$ cat src/rtl/scan_display_controller_pkg.sv
// Shared definitions for the multiplexed 7-segment scan controller.
// Holds the gfedcba segment patterns (active-high) for each hex value,
// the dark pattern, and the scan FSM state type.
package display_pkg;

    localparam logic [6:0] SEG_0     = 7'h3F;
    localparam logic [6:0] SEG_1     = 7'h06;
    localparam logic [6:0] SEG_2     = 7'h5B;
    localparam logic [6:0] SEG_3     = 7'h4F;
    localparam logic [6:0] SEG_4     = 7'h66;
    localparam logic [6:0] SEG_5     = 7'h6D;
    localparam logic [6:0] SEG_6     = 7'h7D;
    localparam logic [6:0] SEG_7     = 7'h07;
    localparam logic [6:0] SEG_8     = 7'h7F;
    localparam logic [6:0] SEG_9     = 7'h6F;
    localparam logic [6:0] SEG_A     = 7'h77;
    localparam logic [6:0] SEG_B     = 7'h7C;
    localparam logic [6:0] SEG_C     = 7'h39;
    localparam logic [6:0] SEG_D     = 7'h5E;
    localparam logic [6:0] SEG_E     = 7'h79;
    localparam logic [6:0] SEG_F     = 7'h71;
    localparam logic [6:0] SEG_BLANK = 7'h00;

    // Digit register value after reset: blank flag set, hex 0.
    localparam logic [4:0] DIGIT_BLANK = 5'h10;

    typedef enum logic [1:0] {
        OFF   = 2'd0,
        BLANK = 2'd1,
        DRIVE = 2'd2
    } scan_state_t;

endpackage

$ cat src/rtl/scan_display_controller_if.sv
// Host-side bus of the scan display controller.
// master: digit producer (drives enable and the digit write port, observes scan outputs)
// slave : scan_display_controller
//   enable      1 = scan, 0 = dark and parked
//   wr_en       digit register write strobe
//   wr_addr     digit index to write
//   wr_data     [4] blank flag, [3:0] hex value
//   segmentos   gfedcba, active-high
//   anodos      one-hot digit select, active-high
//   digit_idx   digit currently scheduled
//   frame_done  1-cycle pulse when the last digit's dwell ends
interface scan_display_if #(
    parameter int unsigned NUM_DIGITS = 2
);
    localparam int unsigned AW = (NUM_DIGITS > 1) ? $clog2(NUM_DIGITS) : 1;

    logic                  enable;
    logic                  wr_en;
    logic [AW-1:0]         wr_addr;
    logic [4:0]            wr_data;
    logic [6:0]            segmentos;
    logic [NUM_DIGITS-1:0] anodos;
    logic [AW-1:0]         digit_idx;
    logic                  frame_done;

    modport master (
        output enable, wr_en, wr_addr, wr_data,
        input  segmentos, anodos, digit_idx, frame_done
    );

    modport slave (
        input  enable, wr_en, wr_addr, wr_data,
        output segmentos, anodos, digit_idx, frame_done
    );
endinterface

$ cat src/rtl/scan_display_controller_hex_to_7seg.sv
// Combinational hex digit to gfedcba segment decoder.
//   hex_i  4-bit value
//   seg_o  active-high segment pattern
module hex_to_7seg
    import display_pkg::*;
(
    input  logic [3:0] hex_i,
    output logic [6:0] seg_o
);

    always_comb begin
        seg_o = SEG_BLANK;
        case (hex_i)
            4'h0: seg_o = SEG_0;
            4'h1: seg_o = SEG_1;
            4'h2: seg_o = SEG_2;
            4'h3: seg_o = SEG_3;
            4'h4: seg_o = SEG_4;
            4'h5: seg_o = SEG_5;
            4'h6: seg_o = SEG_6;
            4'h7: seg_o = SEG_7;
            4'h8: seg_o = SEG_8;
            4'h9: seg_o = SEG_9;
            4'hA: seg_o = SEG_A;
            4'hB: seg_o = SEG_B;
            4'hC: seg_o = SEG_C;
            4'hD: seg_o = SEG_D;
            4'hE: seg_o = SEG_E;
            4'hF: seg_o = SEG_F;
        endcase
    end

endmodule

$ cat src/rtl/scan_display_controller.sv
// Time-multiplexed scan controller for NUM_DIGITS 7-segment displays on a
// shared segment bus. Each digit gets one dwell of DWELL_CYCLES clocks: the
// first BLANK_CYCLES are dark (anti-ghosting), the rest drive the anode and
// the decoded digit value captured at the start of the drive phase.
//   clock_50mhz  system clock, posedge
//   reset        synchronous, active-high
//   bus          scan_display_if slave (enable, digit writes, scan outputs)
module scan_display_controller
    import display_pkg::*;
#(
    parameter int unsigned NUM_DIGITS   = 2,
    parameter int unsigned CLK_FREQ_HZ  = 50_000_000,
    parameter int unsigned DIGIT_HZ     = 2_000,
    parameter int unsigned BLANK_CYCLES = 500
) (
    input  logic           clock_50mhz,
    input  logic           reset,
    scan_display_if.slave  bus
);

    localparam int unsigned DWELL_CYCLES = CLK_FREQ_HZ / DIGIT_HZ;
    localparam int unsigned AW = (NUM_DIGITS > 1) ? $clog2(NUM_DIGITS) : 1;
    localparam int unsigned CW = (DWELL_CYCLES > 1) ? $clog2(DWELL_CYCLES) : 1;

    localparam logic [CW-1:0] BLANK_LAST = CW'(BLANK_CYCLES - 1);
    localparam logic [CW-1:0] DWELL_LAST = CW'(DWELL_CYCLES - 1);
    localparam logic [AW-1:0] IDX_LAST   = AW'(NUM_DIGITS - 1);

    if (BLANK_CYCLES < 1 || BLANK_CYCLES >= DWELL_CYCLES) begin : g_bad_blank
        $error("BLANK_CYCLES must be >= 1 and < CLK_FREQ_HZ/DIGIT_HZ");
    end
    if (NUM_DIGITS < 2 || NUM_DIGITS > 8) begin : g_bad_digits
        $error("NUM_DIGITS must be in 2..8");
    end

    // ---------------- digit registers ----------------
    logic [4:0] digit_q [NUM_DIGITS];
    logic       wr_ok;

    assign wr_ok = bus.wr_en && ({1'b0, bus.wr_addr} < (AW+1)'(NUM_DIGITS));

    always_ff @(posedge clock_50mhz) begin
        if (reset) begin
            for (int unsigned i = 0; i < NUM_DIGITS; i++) begin
                digit_q[i] <= DIGIT_BLANK;
            end
        end else if (wr_ok) begin
            digit_q[bus.wr_addr] <= bus.wr_data;
        end
    end

    // ---------------- scan FSM ----------------
    scan_state_t           state_q, state_d;
    logic [CW-1:0]         cnt_q, cnt_d;
    logic [AW-1:0]         idx_q, idx_d;
    logic [4:0]            snap_q, snap_d;
    logic [6:0]            seg_q, seg_d;
    logic [NUM_DIGITS-1:0] an_q, an_d;
    logic                  frame_q, frame_d;
    logic                  capture;
    logic [6:0]            seg_dec;

    // Decodes the snapshot value as it is being captured, so segments and the
    // anode are registered on the same edge.
    hex_to_7seg u_dec (
        .hex_i (snap_d[3:0]),
        .seg_o (seg_dec)
    );

    always_comb begin
        state_d = state_q;
        cnt_d   = cnt_q;
        idx_d   = idx_q;
        snap_d  = snap_q;
        frame_d = 1'b0;
        capture = 1'b0;
        an_d    = '0;
        seg_d   = SEG_BLANK;

        if (!bus.enable) begin
            state_d = OFF;
            cnt_d   = '0;
            idx_d   = '0;
        end else begin
            case (state_q)
                OFF: begin
                    state_d = BLANK;
                    cnt_d   = '0;
                    idx_d   = '0;
                end
                BLANK: begin
                    cnt_d = cnt_q + 1'b1;
                    if (cnt_q == BLANK_LAST) begin
                        state_d = DRIVE;
                        capture = 1'b1;
                    end
                end
                DRIVE: begin
                    if (cnt_q == DWELL_LAST) begin
                        state_d = BLANK;
                        cnt_d   = '0;
                        if (idx_q == IDX_LAST) begin
                            idx_d   = '0;
                            frame_d = 1'b1;
                        end else begin
                            idx_d = idx_q + 1'b1;
                        end
                    end else begin
                        cnt_d = cnt_q + 1'b1;
                    end
                end
                default: begin
                    state_d = OFF;
                    cnt_d   = '0;
                    idx_d   = '0;
                end
            endcase
        end

        // A write landing on the capture edge is forwarded into the snapshot.
        if (capture) begin
            snap_d = (wr_ok && bus.wr_addr == idx_q) ? bus.wr_data : digit_q[idx_q];
        end

        if (state_d == DRIVE) begin
            an_d = NUM_DIGITS'(1) << idx_d;
            if (!snap_d[4]) begin
                seg_d = seg_dec;
            end
        end
    end

    always_ff @(posedge clock_50mhz) begin
        if (reset) begin
            state_q <= OFF;
            cnt_q   <= '0;
            idx_q   <= '0;
            snap_q  <= DIGIT_BLANK;
            seg_q   <= SEG_BLANK;
            an_q    <= '0;
            frame_q <= 1'b0;
        end else begin
            state_q <= state_d;
            cnt_q   <= cnt_d;
            idx_q   <= idx_d;
            snap_q  <= snap_d;
            seg_q   <= seg_d;
            an_q    <= an_d;
            frame_q <= frame_d;
        end
    end

    assign bus.segmentos  = seg_q;
    assign bus.anodos     = an_q;
    assign bus.digit_idx  = idx_q;
    assign bus.frame_done = frame_q;

endmodule

$ cat src/flat_wrapper.sv
// flat-port wrapper written by rule: the top's interface ports become plain ports
module scan_display_controller_flat import display_pkg::*;
#(
    parameter int unsigned NUM_DIGITS   = 2,
    parameter int unsigned CLK_FREQ_HZ  = 50_000_000,
    parameter int unsigned DIGIT_HZ     = 2_000,
    parameter int unsigned BLANK_CYCLES = 500
)
  (clock_50mhz, reset, bus_enable, bus_wr_en, bus_wr_addr, bus_wr_data, bus_segmentos, bus_anodos, bus_digit_idx, bus_frame_done);
  scan_display_if #(.NUM_DIGITS(NUM_DIGITS)) bus_i ();
  input  logic clock_50mhz;
  input  logic reset;
  input wire logic [$bits(bus_i.enable)-1:0] bus_enable;
  input wire logic [$bits(bus_i.wr_en)-1:0] bus_wr_en;
  input wire logic [$bits(bus_i.wr_addr)-1:0] bus_wr_addr;
  input wire logic [$bits(bus_i.wr_data)-1:0] bus_wr_data;
  output wire logic [$bits(bus_i.segmentos)-1:0] bus_segmentos;
  output wire logic [$bits(bus_i.anodos)-1:0] bus_anodos;
  output wire logic [$bits(bus_i.digit_idx)-1:0] bus_digit_idx;
  output wire logic [$bits(bus_i.frame_done)-1:0] bus_frame_done;
  assign bus_i.enable = bus_enable;
  assign bus_i.wr_en = bus_wr_en;
  assign bus_i.wr_addr = bus_wr_addr;
  assign bus_i.wr_data = bus_wr_data;
  assign bus_segmentos = bus_i.segmentos;
  assign bus_anodos = bus_i.anodos;
  assign bus_digit_idx = bus_i.digit_idx;
  assign bus_frame_done = bus_i.frame_done;
  scan_display_controller #(.NUM_DIGITS(NUM_DIGITS), .CLK_FREQ_HZ(CLK_FREQ_HZ), .DIGIT_HZ(DIGIT_HZ), .BLANK_CYCLES(BLANK_CYCLES)) u_core (.clock_50mhz(clock_50mhz), .reset(reset), .bus(bus_i));
endmodule
$ cat config.mk
export PLATFORM = sky130hd
export DESIGN_NAME = scan_display_controller_flat
export DESIGN_NICKNAME = d
export VERILOG_FILES = /design/src/rtl/scan_display_controller_pkg.sv /design/src/rtl/scan_display_controller_if.sv /design/src/rtl/scan_display_controller_hex_to_7seg.sv /design/src/rtl/scan_display_controller.sv /design/src/flat_wrapper.sv
export SDC_FILE = /design/constraint.sdc
export NUM_CORES = 1
export LEC_CHECK = 0
export CORE_MARGIN = 5
export CORE_UTILIZATION = 61
export CTS_CLUSTER_DIAMETER = 80
export CTS_CLUSTER_SIZE = 24
export DETAILED_ROUTE_END_ITERATION = 12
export PLACE_DENSITY = 0.84
export SYNTH_ARGS = -nofsm -noshare
export SYNTH_HDL_FRONTEND = slang
export SYNTH_SLANG_ARGS = --single-unit
$ cat constraint.sdc
create_clock -name clock_50mhz -period 6.4 [get_ports clock_50mhz]
set_input_delay 0.96 -clock clock_50mhz [delete_from_list [all_inputs] [get_ports clock_50mhz]]
set_output_delay 0.96 -clock clock_50mhz [all_outputs]
set_load 0.01 [all_outputs]
==> flow_metrics.py <==
metrics = {
    "drt": {
        "routed_wl_um": 5010,
        "wl_per_cell_um": 15.1,
        "drtAntennaViolNets": 0,
        "dr_total_vias": 1984,
        "viasPerCell": 5.98,
        "drcViolationCount": 0,
        "dr.pass1.iters": 5,
        "drt_iter0_markers": 307,
    },
    "sta": {
        "grt_setup_unrepaired": "no",
        "holdWs_ps": 453,
        "period_share": 0.575,
        "finalCriticalPeriod_ps": 3680,
        "hold_viol": 0,
        "timing.fmax_mhz": 272,
        "max_slew_margin": 0.609,
        "drv_slew": 0,
        "worst_pin_slew_ps": 581,
        "setup_violations": 0,
        "setup_tns_ps": 0,
        "fin_skew_ps": 6.74,
    },
    "global_routing": {
        "grt_max_degree": 17,
        "grtUsageTotal": 0.200,
        "first_global_vias": 1806,
        "gr-total-overflow": 0,
        "grt_pass1_wl_um": 8340,
        "antenna_found_initial": 0,
    },
    "critical_path": {
        "rr_endpoint": "u_core.bus.segmentos[4]$_SDFF_PP0_",
        "crit_type": "in2reg",
        "crit_fanout": 11,
        "slowest_delay_ps": 690,
        "cp-end-kind": "flip-flop",
        "crit_path_start_kind": "input port",
        "cp.arrival_ps": 3850,
        "r2r_start": "u_core.cnt_q[0]$_SDFF_PP0_",
        "cp.required_ps": 6570,
        "slowest_stage": "clkdlybuf4s50_1",
        "worstSetupStartpoint": "bus_wr_addr",
        "r2r_cells": 10,
        "endpoint": "u_core.bus.segmentos[4]$_SDFF_PP0_",
        "ff2ff_setup_slack_ps": 3360,
        "worstPathCellList": "clkdlybuf4s50_1 -> nand2b_1 -> o221ai_1 -> a22o_1 -> o21ai_0 -> inv_1 -> ha_1 -> and3_1 -> a211oi_1 -> a221oi_1",
    },
    "floorplan": {
        "die_area_um2": 5200,
        "ioPinCount": 21,
        "coreArea_um2": 3690,
        "die_x_um": 72.1,
        "initial_core_util": 0.638,
        "dieHeight_um": 72.1,
        "rows": 22,
    },
    "synth": {
        "syn_nets": 287,
        "synth_top_area_frac": 0.281,
        "synth.top_cells.by_count": "33 x dfxtp_1, 31 x nor2_1, 19 x nand2_1, 19 x o21ai_0",
        "synth.avg_cell_area_um2": 8.89,
        "async_flop_share": 0,
        "synth_edf_count": 10,
        "synth_area_leaders": "dfxtp_1 28%, edfxtp_1 13%, ha_1 6.4%",
        "synth_cells": 265,
        "yosysSeqAreaShare": 0.408,
        "ys_warn_count": 0,
        "synth_top_area_cell": "dfxtp_1",
        "synth.most_common_cell": "dfxtp_1",
        "synth.distinct_cells": 48,
        "synth_ff_type": "dfxtp_1",
        "synth_area_um2": 2350,
        "synth-seq-cells": 43,
    },
    "power": {
        "powerDensity_nw_per_um2": 197,
        "ir_drop_v": 0.000157,
        "p_leak_nw": 1.00,
    },
    "cells_and_area": {
        "area_growth_pct": 14.5,
        "antennaDiodeCount": 0,
        "fin_nets": 305,
        "drive_above_1_share": 0.0599,
        "utilization": 0.731,
    },
    "cts": {
        "hold_buffers": 0,
        "clk_latency_ps": 300,
        "path_clk_slew_ps": 80,
        "clockRootBuffer": "clkbuf_8",
        "clockBufferDepth": 2,
        "htree_levels": 2,
        "numCtsBuffers": 5,
        "cts_tree": "done",
        "post_cts_buffers": 0,
        "cts_resized": 0,
        "cts.sinks": 43,
    },
    "hold_path": {
        "hp-class": "reg2reg",
    },
    "placement": {
        "dp_hpwl_um": 3700,
        "numPortBuffers": 20,
        "place_congestion": 0.949,
    },
    "run_status": {
        "status": "finished, final reports clean",
    },
    "flow_run": {
        "cap_violations": 0,
    },
}
-- cell usage in the layout (no fill, tap or decap), drive strengths merged, types with 8 or more instances in the layout --
cell type	count
dfxtp	33
nor2	31
clkdlybuf4s50	20
nand2	20
o21ai	19
inv	13
ha	12
and2	12
a21oi	10
edfxtp	10
nand4	8
nand3	8
xnor2	8
-- metrics by stage --
stage / power [mW] / setup WS, ps / instances / instance area (um2)
2_1_floorplan: 0.311 / 3350 / 265 / 2350
5_1_grt: 0.545 / 2380 / 332 / 2700
6_report: 0.531 / 2720 / 332 / 2700
3_3_place_gp: 0.324 / 2570 / 324 / 2580
4_1_cts: 0.530 / 2750 / 332 / 2700
3_5_place_dp: 0.325 / 2500 / 324 / 2580
-- registers in the layout, indices dropped and copies added, names as in the netlist --
name	flops
u_core.bus.segmentos	7
u_core.bus.digit_idx	1
u_core.bus.anodos	2
u_core.state_q	2
u_core.bus.frame_done	1
u_core.digit_q	10
u_core.snap_q	5
u_core.cnt_q	15
-- kinds of logic after synthesis --
group	count (synthesis)	share of synthesized area
buf+inv	21	0.0345
compound gates	54	0.150
xor+xnor	14	0.0521
mux	4	0.0175
flops	43	0.408
simple gates	117	0.274
fa+ha+maj	12	0.0638
-- layout make-up --
type                            instances  area (um2)
Multi-Input combinational cell        201        1310
Fill cell                             309         993
Sequential cell                        43         961
Timing Repair Buffer                   20         200
Clock buffer                            7         108
Tap cell                               48        60.1
Inverter                               12        45.0
Clock inverter                          1        8.76
-- worst min path at each step --
| stage | start | to | slack [ps] | cells past startpoint |
|---|---|---|---|---|
| finish | u_core.cnt_q[0]$_SDFF_PP0_ | u_core.cnt_q[0]$_SDFF_PP0_ | 450 | 1 |
| global route | u_core.cnt_q[0]$_SDFF_PP0_ | u_core.cnt_q[0]$_SDFF_PP0_ | 500 | 1 |
| CTS | u_core.cnt_q[0]$_SDFF_PP0_ | u_core.cnt_q[0]$_SDFF_PP0_ | 450 | 1 |
| detailed placement | u_core.cnt_q[0]$_SDFF_PP0_ | u_core.cnt_q[0]$_SDFF_PP0_ | 440 | 1 |
| global placement | u_core.cnt_q[0]$_SDFF_PP0_ | u_core.cnt_q[0]$_SDFF_PP0_ | 430 | 1 |
| floorplan | u_core.cnt_q[0]$_SDFF_PP0_ | u_core.cnt_q[0]$_SDFF_PP0_ | 420 | 1 |
-- power breakdown --
group          leakage, nW  total (mW)  internal (mW)  switching, mW
logic                0.573      0.0334         0.0143         0.0192
registers            0.367       0.286          0.283        0.00297
clock network       0.0600       0.211          0.113         0.0982
total                 1.00       0.531          0.410          0.120
-- critical path: cells and delay by family --
family / cells / cell delay (ps)
adder cells (fa/ha/maj): 1 / 260
AO/OA/AOI/OAI: 5 / 1300
buffers and inverters: 2 / 890
AND/OR/NAND/NOR: 2 / 430
-- metal layers --
layer / vias up / global-route usage / part of all wire
met3: 12 / 0.0471 / 0.083
met2: 95 / 0.321 / 0.46
li1: 970 / - / -
met4: 0 / 0.0710 / 0.019
met5: - / 0 / 0
met1: 907 / 0.264 / 0.44
Note: power is estimated with default switching activity, not from simulation.
==> patch, RTL diff (same flow settings) <==
Encoding of `scan_state_t`: now one-hot (3 bits for 3 states).
--- a/src/rtl/scan_display_controller_pkg.sv
+++ b/src/rtl/scan_display_controller_pkg.sv
@@ -25,8 +25,8 @@
     localparam logic [4:0] DIGIT_BLANK = 5'h10;
 
-    typedef enum logic [1:0] {
-        OFF   = 2'd0,
-        BLANK = 2'd1,
-        DRIVE = 2'd2
+    typedef enum logic [2:0] {
+        OFF   = 3'b001,
+        BLANK = 3'b010,
+        DRIVE = 3'b100
     } scan_state_t;
 
Formal check against the unedited RTL: no difference found for any inputs over 10 cycles, from zero or initial values and one cycle with reset high; not proved beyond that.
==> patch against the original RTL <==
Register-to-register slack got worse by 0.35 ns. Design area increased by 2.0%. Wire length decreased by 11%. Worst setup slack improved by 0.084 ns. Worst hold slack improved by 0.049 ns. Sequential cell count increased by 1. Power decreased by 4.4%. Synthesized area increased by 3.7%. Clock skew decreased by 0.0023 ns.
==> patch: results (changes against the original RTL) <==
[placed_design]
gp_congestion = 0.9158  ; was 0.9486
post_dp_cell_area_um2 = 2654  ; was 2579 µm²
place_ws_ns = 2.589  ; was 2.501 ns
hpwl_mm = 3.264  ; was 3.695 mm
place_inst = 313  ; was 324

[grt]
grt_pass1_vias = 1665  ; was 1,806
grt_pass1_wl_mm = 7.714  ; was 8.335 mm
track_usage = 0.1834  ; was 0.2002
grt_max_degree = 19  ; was 17

[power]
p_int_w = 0.0003925  ; was 0.0004102 W
p_seq_frac = 0.577  ; was 0.539
power_w = 0.0005074  ; was 0.0005306 W
ir_drop_v = 0.0001674  ; was 0.0001570 V

[routing]
wl_mm = 4.484  ; was 5.012 mm
first_pass_iters = 4  ; was 5

[timing]
max-slew-margin-rel = 0.5329  ; was 0.6086
holdWs_ns = 0.5023  ; was 0.4530 ns
fin_crit_sh = 0.5618  ; was 0.5749

[finish]
nets = 288  ; was 305
fillers = 291  ; was 309
multiInputGateArea_um2 = 1373  ; was 1313 µm²
buf_share = 0.07286  ; was 0.07428

[critical_path]
cp_max_fo = 9  ; was 11
cp_slowest_cell = mux2i_1  ; was clkdlybuf4s50_1
endpoint = u_core.bus.segmentos[3]  ; was u_core.bus.segmentos[4]
arrival_ns = 3.82  ; was 3.85 ns
startpoint = bus_enable  ; was bus_wr_addr
slowest_delay_ns = 0.59  ; was 0.69 ns

[synthesis]
synth_commonest_cells = dfxtp_1 (34), nor2_1 (31), and2_1 (15), nand2_1 (15), o21ai_0 (11)  ; was dfxtp_1 (33), nor2_1 (31), nand2_1 (19), o21ai_0 (19)
synth.area.top_cells = dfxtp_1 (28%), edfxtp_1 (12%), nor2_1 (4.8%)  ; was dfxtp_1 (28%), edfxtp_1 (13%), ha_1 (6.4%)
syn_inst = 250  ; was 265
yosysUniqueCellTypes = 59  ; was 48

[outcome]
status = complete, no violations  ; unchanged

[die]
tap_cells = 50  ; was 48

[patch: cell types whose count changed after synthesis, moves of 4 or more]
cell      change
or3_1         -5
xor2_1        +4
ha_1          -4
nand2_1       -4
a21oi_1       -5
nand2b_1      +4
and2_1        +4
clkbuf_1      -4
nand3_1       -5
o21ai_0       -8
mux2i_1       +6
[patch: metal layers]
metal	routed length [µm]	global-route usage
met1	2116	0.2543
met2	2089	0.2771
met3	208	0.04378
met4	69	0.06762
met5	0	0
[patch: cell families (layout without fill, tap and decap cells)]
group | after synthesis | in the layout | share of synthesized area
AOI/OAI and AO/OA | 45 | 45 | 0.1415
xor gates and xnor gates | 15 | 15 | 0.05382
adders and majority gates | 8 | 8 | 0.04101
buffers and inverters | 17 | 38 | 0.03587
DFF | 44 | 44 | 0.4018
muxes | 10 | 10 | 0.04152
and+or+nand+nor | 111 | 111 | 0.2845
